## src/rtl/scan_selector.sv

```systemverilog
// rtl/scan_selector.sv - registered N:1 channel selector with manual and dwell-timed auto scan
// Optional feature: define SCAN_MASK_EN to add the per-channel mask port for auto scan.
module scan_selector #(
   parameter int WIDTH    = 8,
   parameter int CHANNELS = 8,
   parameter int SEL_W    = 3,
   parameter int DWELL    = 4
) (
   input  logic                      clk,
   input  logic                      rst,
   input  logic [CHANNELS*WIDTH-1:0] options,
   input  logic [SEL_W-1:0]          choice,
   input  logic                      mode,
   input  logic                      hold,
`ifdef SCAN_MASK_EN
   input  logic [CHANNELS-1:0]       mask,
`endif
   output logic [WIDTH-1:0]          result,
   output logic [SEL_W-1:0]          cur_ch,
   output logic                      step
);

   localparam int                CNT_W    = (DWELL > 1) ? $clog2(DWELL) : 1;
   localparam logic [CNT_W-1:0]  CNT_LAST = CNT_W'(DWELL - 1);
   localparam logic [SEL_W:0]    CH_LIM   = (SEL_W + 1)'(CHANNELS);

   logic [CNT_W-1:0] cnt;
   logic [WIDTH-1:0] opt [CHANNELS];
   logic [SEL_W-1:0] nxt;
   logic [SEL_W-1:0] show;
   logic             any_en;
   logic             expire;

   for (genvar k = 0; k < CHANNELS; k++) begin : g_unpack
      assign opt[k] = options[k*WIDTH +: WIDTH];
   end

`ifdef SCAN_MASK_EN
   logic [SEL_W:0]   wide;
   logic [SEL_W-1:0] idx;
   logic             found;

   // Cyclic search starting just above cur_ch; i == CHANNELS lands back on cur_ch itself.
   always_comb begin
      nxt    = cur_ch;
      any_en = |mask;
      found  = 1'b0;
      wide   = '0;
      idx    = '0;
      for (int i = 1; i <= CHANNELS; i++) begin
         wide = {1'b0, cur_ch} + (SEL_W + 1)'(i);
         if (wide >= CH_LIM)
            wide = wide - CH_LIM;
         idx = wide[SEL_W-1:0];
         if (!found && mask[idx]) begin
            nxt   = idx;
            found = 1'b1;
         end
      end
   end
`else
   localparam logic [SEL_W-1:0] CH_LAST = SEL_W'(CHANNELS - 1);

   always_comb begin
      any_en = 1'b1;
      nxt    = (cur_ch == CH_LAST) ? '0 : cur_ch + 1'b1;
   end
`endif

   assign expire = (cnt == CNT_LAST);
   assign show   = expire ? nxt : cur_ch;

   always_ff @(posedge clk) begin
      if (rst) begin
         result <= '0;
         cur_ch <= '0;
         step   <= 1'b0;
         cnt    <= '0;
      end else if (hold) begin
         step <= 1'b0;
      end else if (!mode) begin
         cnt <= '0;
         if ({1'b0, choice} < CH_LIM) begin
            cur_ch <= choice;
            result <= opt[choice];
            step   <= (choice != cur_ch);
         end else begin
            step <= 1'b0;
         end
      end else begin
         cnt    <= expire ? '0 : cnt + 1'b1;
         cur_ch <= show;
         step   <= expire && (nxt != cur_ch);
         // Reload every cycle so live data on the shown channel is tracked.
         result <= any_en ? opt[show] : '0;
      end
   end

endmodule

```

## config.mk

```make
export PLATFORM = sky130hd
export DESIGN_NAME = scan_selector
export DESIGN_NICKNAME = d
export VERILOG_FILES = /design/src/rtl/scan_selector.sv
export SDC_FILE = /design/constraint.sdc
export NUM_CORES = 1
export LEC_CHECK = 0
export CAP_MARGIN = 20
export CORE_MARGIN = 5
export CORE_UTILIZATION = 44
export DETAILED_ROUTE_END_ITERATION = 10
export PLACE_DENSITY_LB_ADDON = 0.15
export SLEW_MARGIN = 20
export SYNTH_ARGS = -nofsm -noshare
export SYNTH_HDL_FRONTEND = slang
export SYNTH_SLANG_ARGS = --single-unit
```

## constraint.sdc

```tcl
create_clock -name clk -period 3.1 [get_ports clk]
set_clock_uncertainty 0.2 [all_clocks]
set_input_delay 0.465 -clock clk [delete_from_list [all_inputs] [get_ports clk]]
set_output_delay 0.465 -clock clk [all_outputs]
set_load 0.1 [all_outputs]
```

Word-level counts from Yosys, hierarchy flattened
Cells that the tools add are included.

cells by class
  add/sub/neg operators = 2
  $lt $le $gt $ge = 2
  equality and inequality tests = 4
  muxes and demuxes = 13
  bitwise logic cells = 2
  reduce and logical (&&, ||, !) cells = 2

operator list
  operator                                                        number
  8-bit binary-select mux with 3-bit select                       2
  8-bit 2-to-1 mux                                                5
  3-bit 2-to-1 mux                                                3
  4-bit >= comparator (second input constant)                     2
  3-bit NOT with 4-bit output                                     2
  3-bit != test                                                   2
  2-bit 2-to-1 mux                                                2
  3-bit by 1-bit adder with 3-bit output (second input constant)  1
  3-bit equality test (second input constant)                     1
  2-bit by 1-bit adder with 2-bit output (second input constant)  1
  2-bit equality test (second input constant)                     1
  2-bit OR reduction                                              1
  1-bit logical AND                                               1
  1-bit 2-to-1 mux                                                1

storage, ports and cells
  flip-flop bits (word level) = 14
  bits of input ports = 71
  output and inout bits = 12
  logic and storage cells = 29

Longest topological paths before layout
Gate-level depths: netlist of run 1.

  word-level depth = 8
  mapped depth = 8
  gate-level depth less buffers = 7

Worst setup path after synthesis of run 1
No wires, ideal clock.

  path type = reg-to-reg
  start point = register cur_ch[1]
  end point = register result[1]
  arrival time = 2,692 ps
  path slack = 79 ps
  cell stages (with the launch flop) = 8
  clock period less this slack = 3,021 ps
  cells stage by stage = dfxtp_1 -> ha_1 -> mux2_4 -> buf_6 -> mux4_2 -> mux2_2 -> a21oi_1 -> o311ai_1

between the ends
  cells in the longest elaborated chain, start to end = 8
  elaborated cells on any way between the ends = 9
  classes of those cells = 1 x add/sub; 1 x eq/ne; 6 x mux; 1 x bitwise

ends and longest elaborated chain
  what                                                                                  line  source
  start: declaration                                                                    19    output logic [SEL_W-1:0] cur_ch,
  start signal: assignment                                                              84    cur_ch <= choice;
  start signal: assignment                                                              92    cur_ch <= show;
  3-bit by 1-bit adder with 3-bit output / 3-bit equality test (equally long branches)  66    nxt = (cur_ch == CH_LAST) ? '0 : cur_ch + 1'b1;
  3-bit 2-to-1 mux                                                                      66
  3-bit 2-to-1 mux (*)                                                                  71    assign show = expire ? nxt : cur_ch;
  3-bit NOT with 4-bit output (implied by the code) (*)                                 95    result <= any_en ? opt[show] : '0;
  8-bit binary-select mux with 3-bit select (*)                                         95
  8-bit 2-to-1 mux (implied by the code) (*) (2 in series)                              95
  8-bit 2-to-1 mux (*)                                                                  81    end else if (!mode) begin
  end signal: assignment                                                                85    result <= opt[choice];
  end signal: assignment                                                                95
  end: declaration                                                                      18    output logic [WIDTH-1:0] result,

Every way passes the cells marked *; elsewhere a longest branch is shown, timed or not. The select of a mux whose other input is x is not followed.
A chain may end at the register's enable or synchronous reset.

Worst setup path after layout of run 1
  start point = register cnt[0]
  end point = register result[0]

between the ends
  cells in the longest elaborated chain, start to end = 7

ends and longest elaborated chain
  what                                                  line  source
  start: declaration                                    27    logic [CNT_W-1:0] cnt;
  start signal: assignment                              91    cnt <= expire ? '0 : cnt + 1'b1;
  2-bit equality test                                   70    assign expire = (cnt == CNT_LAST);
  3-bit 2-to-1 mux                                      71
  3-bit NOT with 4-bit output (implied by the code)     95
  8-bit binary-select mux with 3-bit select             95
  8-bit 2-to-1 mux (implied by the code) (2 in series)  95
  8-bit 2-to-1 mux                                      81

No other way between the ends. The select of a mux whose other input is x is not followed.

==> metrics.txt, run 1 <==
# TYPE chip_impl_metric gauge
chip_impl_info{name="status",value="finished clean"} 1
chip_impl_metric{name="synth_cells",unit=""} 245
chip_impl_metric{name="floorplan.io_pins",unit=""} 83
chip_impl_metric{name="post-route-util",unit="%"} 66.8
chip_impl_metric{name="ir_drop",unit="mV"} 0.174
chip_impl_metric{name="die_w",unit="µm"} 76.8
chip_impl_info{name="worstPathCellList",value="ha_1 -> buf_4 -> and3b_1 -> o21ai_0 -> o22ai_1 -> a211oi_1 -> a221oi_1"} 1
chip_impl_metric{name="timing.final.ws_setup",unit="ns"} 0.423
chip_impl_metric{name="routed_wirelength",unit="mm"} 6.76
chip_impl_metric{name="drt-wirelength-per-cell",unit="µm"} 17.9
chip_impl_metric{name="power",unit="µW"} 814
chip_impl_metric{name="floorplan.die_area",unit="µm²"} 5890
chip_impl_metric{name="cts_made_buffers",unit=""} 3
chip_impl_metric{name="finish.instance_area",unit="µm²"} 2890
chip_impl_metric{name="switching_share_of_power",unit="%"} 39.0
chip_impl_metric{name="max_cap_viol_count",unit=""} 0
chip_impl_metric{name="holdBufCountCts",unit=""} 0
chip_impl_info{name="synth.area.top_cells",value="sky130_fd_sc_hd__mux2i_1 (15%), sky130_fd_sc_hd__dfxtp_1 (14%), sky130_fd_sc_hd__mux4_2 (9.2%)"} 1
chip_impl_metric{name="period_share",unit="%"} 86.3
chip_impl_metric{name="die_h",unit="µm"} 76.8
chip_impl_metric{name="number_of_flops_mapped_to_enable_cells_by_yosys",unit=""} 0
chip_impl_metric{name="ctsResizeCount",unit=""} 0
chip_impl_metric{name="placedCellCount",unit=""} 373
chip_impl_metric{name="preCtsSetupSlack",unit="ns"} 0.430
chip_impl_metric{name="syn-num-nets",unit=""} 320
chip_impl_metric{name="post-dp-hpwl",unit="mm"} 5.18
chip_impl_info{name="timing.critical_path.to_type",value="flop"} 1
chip_impl_metric{name="ys_types",unit=""} 45
chip_impl_metric{name="post_route_cells_drive_above_1_share",unit="%"} 17.5
chip_impl_metric{name="synthesis.yosys.warnings",unit=""} 0
chip_impl_metric{name="pd_cells",unit="nW/µm²"} 282
chip_impl_metric{name="clkSinkCount",unit=""} 14
chip_impl_metric{name="num_rows",unit=""} 24
chip_impl_metric{name="first_pass_grt_wire_length",unit="mm"} 11.2
chip_impl_metric{name="h_tree_lvl_count",unit=""} 1
chip_impl_metric{name="antenna_cells_inserted",unit=""} 0
chip_impl_metric{name="syn_area",unit="µm²"} 1960
chip_impl_metric{name="clock_power_share",unit="%"} 23.7
chip_impl_metric{name="ys_seq_elements",unit=""} 14
chip_impl_metric{name="clk-insertion-delay-late",unit="ns"} 0.25
chip_impl_info{name="cpLargestDelayFamily",value="compound AO/OA/AOI/OAI gates"} 1
chip_impl_metric{name="number_of_buffers_added_for_setup_after_cts",unit=""} 0
chip_impl_metric{name="finalCriticalPeriod",unit="ns"} 2.68
chip_impl_info{name="clock-root-buffer",value="sky130_fd_sc_hd__clkbuf_8"} 1
chip_impl_metric{name="sequential_fraction_of_the_synthesis_area",unit="%"} 14.3
chip_impl_metric{name="route.vias.total",unit=""} 2272
chip_impl_metric{name="syn-mean-instance-area",unit="µm²"} 8.00
chip_impl_metric{name="seqPwrFrac",unit="%"} 25.1
chip_impl_metric{name="placement.io_buffers",unit=""} 82
chip_impl_metric{name="timing.setup.tns",unit="ns"} 0
chip_impl_info{name="cts_tree",value="built"} 1
chip_impl_metric{name="finalSetupViolations",unit=""} 0
chip_impl_info{name="critPathSlowestCell",value="sky130_fd_sc_hd__ha_1"} 1
chip_impl_metric{name="design.core.area",unit="µm²"} 4320
chip_impl_metric{name="holdWs",unit="ns"} 0.276
chip_impl_metric{name="track_usage",unit="%"} 22.5
chip_impl_metric{name="static-leakage-power",unit="nW"} 1.11
chip_impl_metric{name="grt_start_max_net_pins",unit=""} 24
chip_impl_metric{name="clock_tree.buffer_depth",unit=""} 2
chip_impl_metric{name="critPathMaxStageDelay",unit="ns"} 0.52
chip_impl_info{name="holdCritPathClass",value="flop to flop"} 1
chip_impl_metric{name="worst_setup_hold_path_clk_slew",unit="ns"} 0.07
chip_impl_metric{name="drt.antenna.violating_nets",unit=""} 0
chip_impl_metric{name="slew_headroom",unit="%"} 60.0
chip_impl_metric{name="p_sw",unit="µW"} 317
chip_impl_metric{name="grt_antenna_before_repair",unit=""} 0
chip_impl_metric{name="critical_path.max_fanout",unit=""} 14
chip_impl_metric{name="maxSlewViolCount",unit=""} 0
chip_impl_info{name="rsz0062_at_grt",value="no"} 1
chip_impl_metric{name="start_util",unit="%"} 45.3
chip_impl_metric{name="synth-async-reset-ratio",unit="%"} 0
chip_impl_metric{name="drt_pre_antenna_iters",unit=""} 4
chip_impl_metric{name="routabilityCongestion",unit=""} 0.887
chip_impl_metric{name="worst-path-buf-inv",unit=""} 1
chip_impl_metric{name="number_of_design_rule_violations_left_by_the_first_detailed_router_iteration",unit=""} 156
chip_impl_info{name="top_reg_cell_synth",value="sky130_fd_sc_hd__dfxtp_1"} 1
chip_impl_metric{name="grt-ovfl-total",unit=""} 0
chip_impl_metric{name="power.combinational.fraction",unit="%"} 51.2
chip_impl_metric{name="worst-endpoint-required",unit="ns"} 3.02
chip_impl_metric{name="first_global_vias",unit=""} 2280
chip_impl_metric{name="timing_hold_violations_final",unit=""} 0
chip_impl_metric{name="via_per_inst",unit=""} 6.03
chip_impl_metric{name="final-instance-count-excl-fill",unit=""} 377
chip_impl_metric{name="fillerInstances",unit=""} 409
chip_impl_info{name="startpoint_type",value="flop"} 1
chip_impl_metric{name="worstMarginPinSlew",unit="ns"} 0.593
chip_impl_info{name="path_class",value="flop to flop"} 1
chip_impl_metric{name="cell_internal_pwr",unit="µW"} 496
chip_impl_metric{name="placed_area",unit="µm²"} 2830
chip_impl_metric{name="fin_nets",unit=""} 401
chip_impl_metric{name="post-route-drc-count",unit=""} 0
chip_impl_metric{name="critical_path_arrival",unit="ns"} 2.59
chip_impl_metric{name="fmax",unit="MHz"} 374
chip_impl_info{name="synth_largest_area_cell",value="sky130_fd_sc_hd__mux2i_1"} 1
chip_impl_metric{name="syn_to_final_growth",unit="%"} 47.3
chip_impl_metric{name="synthDominantCellAreaShare",unit="%"} 14.8
-- flip-flops by register name, indices dropped and copies added, names as in the netlist --
name / cells
step: 1
cur_ch: 3
result: 8
cnt: 2
-- Yosys cell counts (2+ instances only) --
master	n
sky130_fd_sc_hd__ha_1	4
sky130_fd_sc_hd__nand3_1	9
sky130_fd_sc_hd__o22ai_1	4
sky130_fd_sc_hd__o21ai_0	19
sky130_fd_sc_hd__xor2_1	3
sky130_fd_sc_hd__a21o_1	3
sky130_fd_sc_hd__o221ai_1	4
sky130_fd_sc_hd__buf_2	8
sky130_fd_sc_hd__nand2_1	19
sky130_fd_sc_hd__nor2b_1	4
sky130_fd_sc_hd__a22oi_1	3
sky130_fd_sc_hd__o211ai_1	4
sky130_fd_sc_hd__nor2_1	14
sky130_fd_sc_hd__nor3_1	2
sky130_fd_sc_hd__a221oi_1	4
sky130_fd_sc_hd__nor3b_1	2
sky130_fd_sc_hd__nor4b_1	2
sky130_fd_sc_hd__mux2_2	14
sky130_fd_sc_hd__nand2b_1	2
sky130_fd_sc_hd__o21bai_1	3
sky130_fd_sc_hd__and3_1	2
sky130_fd_sc_hd__mux4_2	8
sky130_fd_sc_hd__inv_1	6
sky130_fd_sc_hd__mux2i_1	29
sky130_fd_sc_hd__dfxtp_1	14
sky130_fd_sc_hd__a211oi_1	6
sky130_fd_sc_hd__buf_1	2
sky130_fd_sc_hd__a31oi_1	4
sky130_fd_sc_hd__nor4_1	5
sky130_fd_sc_hd__clkbuf_1	10
sky130_fd_sc_hd__a21oi_1	18
-- worst register-to-register path: cells and delay by family (launching register included) --
| kind | cells | cell delay (ns) |
|---|---|---|
| adder cells (fa/ha/maj) | 1 | 0.52 |
| buffers and inverters | 1 | 0.26 |
| AND/OR/NAND/NOR | 1 | 0.18 |
| AO/OA/AOI/OAI | 4 | 1.04 |
| flip-flops | 1 | 0.35 |
-- power groups by stage --
stage / sequential [mW] / clock (mW) / combinational [mW]
after floorplan: 0.296 / 0 / 0.163
after global placement: 0.208 / 0 / 0.410
after detailed placement: 0.208 / 0 / 0.414
after CTS: 0.204 / 0.200 / 0.416
after global routing: 0.206 / 0.207 / 0.446
final: 0.204 / 0.193 / 0.417
-- final timing paths --
| kind | cells past startpoint | slack [ns] | to | startpoint |
|---|---|---|---|---|
| worst max register to register | 7 | 0.42 | result[0] | cnt[0] |
| worst min register to register | 2 | 0.28 | result[2] | result[2] |
| worst max-delay path | 7 | 0.42 | result[0] | cnt[0] |
| worst min-delay path | 2 | 0.28 | result[2] | result[2] |
-- layout by cell type (no fill, tap or decap), types with 4 or more instances in the layout --
cell type                          n
sky130_fd_sc_hd__a21oi_1          18
sky130_fd_sc_hd__mux4_2            8
sky130_fd_sc_hd__buf_4            27
sky130_fd_sc_hd__o22ai_1           4
sky130_fd_sc_hd__o21ai_0          19
sky130_fd_sc_hd__nand3_1           9
sky130_fd_sc_hd__o211ai_1          4
sky130_fd_sc_hd__o221ai_1          4
sky130_fd_sc_hd__inv_1             6
sky130_fd_sc_hd__dfxtp_1          14
sky130_fd_sc_hd__nand2_1          19
sky130_fd_sc_hd__a211oi_1          6
sky130_fd_sc_hd__mux2i_1          29
sky130_fd_sc_hd__ha_1              4
sky130_fd_sc_hd__mux2_2           14
sky130_fd_sc_hd__a31oi_1           4
sky130_fd_sc_hd__clkdlybuf4s50_1  70
sky130_fd_sc_hd__clkbuf_8          4
sky130_fd_sc_hd__nor4_1            5
sky130_fd_sc_hd__nor2b_1           4
sky130_fd_sc_hd__a221oi_1          4
sky130_fd_sc_hd__nor2_1           14
-- area by class of cell --
type	instances	area, µm²	area share [%]
repair buffers	97	903	31.3
multi-input cells	203	1560	53.9
inverters	7	26.3	0.910
well taps	52	65.1	2.25
flip-flops and latches	14	280	9.71
clock buffers	4	55.1	1.91
-- cells by family after synthesis --
group,after synthesis,synth area share [%]
DFF,14,14.3
xor gates and xnor gates,3,1.34
AOI/OAI and AO/OA,77,25.1
adders and majority gates,4,2.55
muxes,52,32.8
and+or+nand+nor,67,17.6
buffers and inverters,28,6.25
-- per-layer routing --
metal  vias to the layer above  part of all wire [%]  GRT usage [%]
met5                         -                     0              0
met4                         0                  0.71           5.24
met3                         4                   9.3           4.22
met2                        89                    47           36.3
met1                      1075                    43           30.7
li1                       1104                     -              -
(Power assumes the default switching activity.)
==> run 2: changes to the inputs <==
Settings changed: GPL_TIMING_DRIVEN from default to 1.
==> results of run 2 <==
The final DEF is identical to that of run 1; final timing and power are the same.
==> variant 1: new RTL, config.mk and constraints of run 2 <==
The option `SCAN_MASK_EN` is turned on by a define.
--- a/src/rtl/scan_selector.sv
+++ b/src/rtl/scan_selector.sv
@@ -1,5 +1,7 @@
 // rtl/scan_selector.sv - registered N:1 channel selector with manual and dwell-timed auto scan
 // Optional feature: define SCAN_MASK_EN to add the per-channel mask port for auto scan.
+`define SCAN_MASK_EN
+
 module scan_selector #(
    parameter int WIDTH    = 8,
    parameter int CHANNELS = 8,
Interface: changed (added mask); port bits go from 83 to 91. No check against the original RTL was run, so the function may have changed too.
==> variant 1 against run 2 <==
The run now ends with setup timing left. Die area increased by 48%. Wire length grew 88%. Final area rose by 74%. Clock power shrank 14%. First-iteration DRC count grew to 2.9 times the old value. Synthesized area up 56%. Critical path depth up 6. Sequential cell count unchanged. Power increased by 60%. Via count is 72% higher. Setup slack got worse by 0.77 ns.
==> variant 1: results (changes against run 2) <==
stage,metric,value,unit,change
status,status,"finished, violations left",,
status,violations,setup timing,,
cells_and_area,inv_count,17,,+10
critical_path,worstRegToRegCells,13,,+6
global_route,grt_util_met3,0.05873,,+0.01657
global_route,grt_use_met1,0.3504,,+0.04301
route,vias,3919,,+72%
route,wl_met1,4747,um,+64%
global_route,grt_max_degree,21,,-13%
place,globalplace.congestion,1.014,,+14%
logic_synthesis,syn-num-nets,431,,+35%
clock_tree,cts_resized,37,,+37
cells_and_area,fin_util,0.7403,,+0.07251
route,met3_length,1276,um,+100%
logic_synthesis,synthDistinctLibCells,64,,+42%
cells_and_area,buffer_area_frac,0.3219,,+0.009065
timing,worst_pin_slew,0.7851,ns,+0.1921 ns
logic_synthesis,synthTopCellsByCount,"28 x o21ai_0, 27 x mux4_2, 20 x mux2i_1, 17 x inv_1, 17 x nand2_1",,
timing,setup_viol,9,,+9
global_route,use_met2,0.4705,,+0.1072
route,wl_met2,6273,um,+97%
cells_and_area,drive_above_1_share,0.4044,,+0.2290
place,dp_hpwl,9124,um,+76%
critical_path,rr_startpoint,cur_ch[1],,
global_route,grt_pass1_wl,19420,um,+73%
critical_path,crit_fanout,7,,-7
place,io_buffers,90,,+9.8%
cells_and_area,multi_input_area,2892,um^2,+86%
power_and_ir_drop,vdd_ir_drop_max,0.1797,mV,+3.4%
min_path,min_from,cnt[1],,
logic_synthesis,synth-adder-area-share,0.01224,,-0.01329
logic_synthesis,synthXorXnorAreaFrac,0.02774,,+0.01434
cells_and_area,final-clk-cell-share,0.008955,,-0.01011
route,first_pass_iters,5,,+1
place,pre_cts_slack,-0.8359,ns,-1.266 ns
timing,worst_hold_slack,0.3016,ns,+0.02606 ns
timing,tns,-2.713,ns,-2.713 ns
timing,layout_setup_ws,-0.3420,ns,-0.7654 ns
critical_path,cpPeakStageDelay,0.39,ns,-0.13 ns
power_and_ir_drop,clkPwrFrac,0.128,,-0.109
-- variant 1: changes by cell type after synthesis, moves of 7 or more --
cell              run 2  this run
mux2i_1              29        20
o2111ai_1             0        10
o21ai_0              19        28
mux4_2                8        27
or4_1                 0         7
mux2_4                1         9
and3_1                2        10
inv_1                 6        17
a21boi_0              0         8
o31ai_1               0        10
o21ai_1               0         8
o211ai_1              4        16
mux2_2               14         6
-- variant 1: worst reg2reg max path, delay by kind of cell, from the launching register on --
family,cells,cell delay [ns]
compound gates,5,1.12
fa+ha+maj,1,0.30
buf+inv,3,0.37
flops,1,0.38
mux,2,0.64
simple gates,2,0.36
-- variant 1: how the worst max path moves through the flow --
stage,end,cells past startpoint,startpoint,slack [ns]
2_1_floorplan,result[0],17,cur_ch[1],-0.93
3_3_place_gp,result[2],10,mask[5],-0.73
3_5_place_dp,result[2],9,mask[5],-0.84
4_1_cts,result[2],11,cur_ch[1],-0.30
5_1_grt,result[7],11,cur_ch[1],-0.43
6_report,result[2],13,cur_ch[1],-0.34
==> variant 2: new RTL, flow settings as in run 2 <==
Without the edit above. Put one more register stage on the output `result`, cleared by the reset. The value now appears one clock later. The other outputs are not delayed to match.
--- a/src/rtl/scan_selector.sv
+++ b/src/rtl/scan_selector.sv
@@ -23,6 +23,8 @@
    localparam int                CNT_W    = (DWELL > 1) ? $clog2(DWELL) : 1;
    localparam logic [CNT_W-1:0]  CNT_LAST = CNT_W'(DWELL - 1);
    localparam logic [SEL_W:0]    CH_LIM   = (SEL_W + 1)'(CHANNELS);
+
+   logic [WIDTH-1:0] result_s0;
 
    logic [CNT_W-1:0] cnt;
    logic [WIDTH-1:0] opt [CHANNELS];
@@ -72,7 +74,7 @@
 
    always_ff @(posedge clk) begin
       if (rst) begin
-         result <= '0;
+         result_s0 <= '0;
          cur_ch <= '0;
          step   <= 1'b0;
          cnt    <= '0;
@@ -82,7 +84,7 @@
          cnt <= '0;
          if ({1'b0, choice} < CH_LIM) begin
             cur_ch <= choice;
-            result <= opt[choice];
+            result_s0 <= opt[choice];
             step   <= (choice != cur_ch);
          end else begin
             step <= 1'b0;
@@ -92,7 +94,15 @@
          cur_ch <= show;
          step   <= expire && (nxt != cur_ch);
          // Reload every cycle so live data on the shown channel is tracked.
-         result <= any_en ? opt[show] : '0;
+         result_s0 <= any_en ? opt[show] : '0;
+      end
+   end
+
+   always_ff @(posedge clk) begin
+      if (rst) begin
+         result <= '0;
+      end else begin
+         result <= result_s0;
       end
    end
 
Behaviour: not the same (Yosys sat finds a counterexample within 4 cycles, from zero or initial values and one cycle with rst high).
==> variant 2 against run 2 <==
Worst hold slack got worse by 0.0087 ns. Sequential cell count increased by 8. Setup slack improved by 0.12 ns. Highest routed layer unchanged. Synthesized area decreased by 5.4%. Final area decreased by 4.4%. Power increased by 17%. Wire length decreased by 18%.
==> variant 2: results (changes against run 2) <==
stage,metric,value,unit,change
status,status,finished clean,,
power_and_ir_drop,p_leak,1.112,nW,about the same
timing,relSlewSlack,0.5289,,-0.07154
cells_and_area,fill_cells,305,,-25%
place,globalplace.congestion,0.7871,,-11%
cells_and_area,final-clk-cell-share,0.02584,,+0.006774
route,wl,5554,um,-18%
cells_and_area,inv_count,2,,-5
logic_synthesis,syn_area,1856,um^2,-5.4%
floorplan,rows,23,,-4.2%
place,dp_hpwl,4411,um,-15%
logic_synthesis,yosysSeqAreaShare,0.2374,,+0.09441
critical_path,crit_fanout,17,,+3
clock_tree,cts_resized,0,,unchanged
global_route,grt_pass1_wl,8542,um,-24%
route,drt_iter0_markers,84,,-46%
logic_synthesis,syn-num-nets,237,,-26%
power_and_ir_drop,intPower,0.0006647,W,+34%
cells_and_area,multi_input_area_share,0.4782,,-0.06118
global_route,grt_pass1_vias,1898,,-17%
min_path,hold_class,register to register,,
cells_and_area,nets,318,,-21%
route,vias_per_cell,6.055,,+0.47%
cells_and_area,top_regs,"result: 8 flops, result_s0: 8 flops, cur_ch: 3 flops",,
global_route,grt_max_degree,22,,-8.3%
logic_synthesis,synthTopCellsByCount,"22 x dfxtp_1, 18 x nor2_1, 16 x mux2i_1, 14 x a21oi_1, 14 x mux4_1",,
cells_and_area,clock_buffers,3,,-1
global_route,grt_util_all_layers,0.1983,,-0.02633
cells_and_area,buffers,89,,-8.2%
cells_and_area,seq_share,0.1605,,+0.06342
cells_and_area,buffer_area_frac,0.3101,,-0.002762
clock_tree,cts-buffers-inserted,3,,unchanged
cells_and_area,multi_input_cells,125,,-38%
logic_synthesis,ys_seq_elements,22,,+8
critical_path,critPathArrivalTime,2.50,ns,-0.09 ns
logic_synthesis,synth_area_leaders,"dfxtp_1 24%, mux4_1 20%, mux4_2 13%",,
place,dpl_cell_area,2689,um^2,-5.1%
logic_synthesis,synthDistinctLibCells,30,,-33%
place,io_buffers,82,,unchanged
route,first_pass_iters,4,,unchanged
power_and_ir_drop,vdd_ir_drop_max,0.1991,mV,+15%
critical_path,worstRegToRegCells,8,,+1
cells_and_area,drive_above_1_share,0.1612,,-0.01423
## variant 2: kinds of logic after synthesis
kind of cell / count (synthesis) / synth area share
mux: 42 / 0.4302
fa+ha+maj: 4 / 0.02697
compound gates: 41 / 0.1483
flops: 22 / 0.2374
xor+xnor: 3 / 0.01416
simple gates: 35 / 0.09171
buf+inv: 15 / 0.05124
## variant 2: path summary, 6_finish.rpt
| kind | slack [ns] | end | startpoint |
|---|---|---|---|
| worst max-delay path | 0.55 | result_s0[6] | cur_ch[0] |
| worst min-delay path | 0.27 | result[6] | result_s0[6] |
| worst max register to register | 0.55 | result_s0[6] | cur_ch[0] |
| worst min register to register | 0.27 | result[6] | result_s0[6] |
## variant 2: power by group through the flow
stage	Clock (W)	Combinational (W)	Sequential, W
6_report	0.000268	0.000369	0.000314
5_1_grt	0.000284	0.000391	0.000316
4_1_cts	0.000272	0.000369	0.000314
3_5_place_dp	0	0.000368	0.000321
3_3_place_gp	0	0.000359	0.000320
2_1_floorplan	0	0.000155	0.000387
## variant 2: critical path: stages (launching register included)
cell and delay (ns):
dfxtp_2 0.45, ha_1 0.19, ha_1 0.17, nor2_2 0.05, mux2i_4 0.12, buf_4 0.31
mux4_1 0.60, a21oi_1 0.25, a221oi_2 0.08
## variant 2: through the flow
step	worst slack, ns	power [W]	utilization	instances
4_1_cts	0.5291	0.0009557	0.6802	292
2_1_floorplan	0.1593	0.0005419	-	162
5_1_grt	0.4158	0.0009903	0.6802	292
3_3_place_gp	0.5793	0.0006784	0.6627	288
3_5_place_dp	0.4982	0.0006893	0.6627	288
6_report	0.5481	0.0009506	0.6802	292
## variant 2: routing by layer
layer | track usage | part of all wire
met5 | 0 | 0
met4 | 0.06324 | 0.012
met3 | 0.03605 | 0.088
met2 | 0.3733 | 0.52
met1 | 0.2239 | 0.38
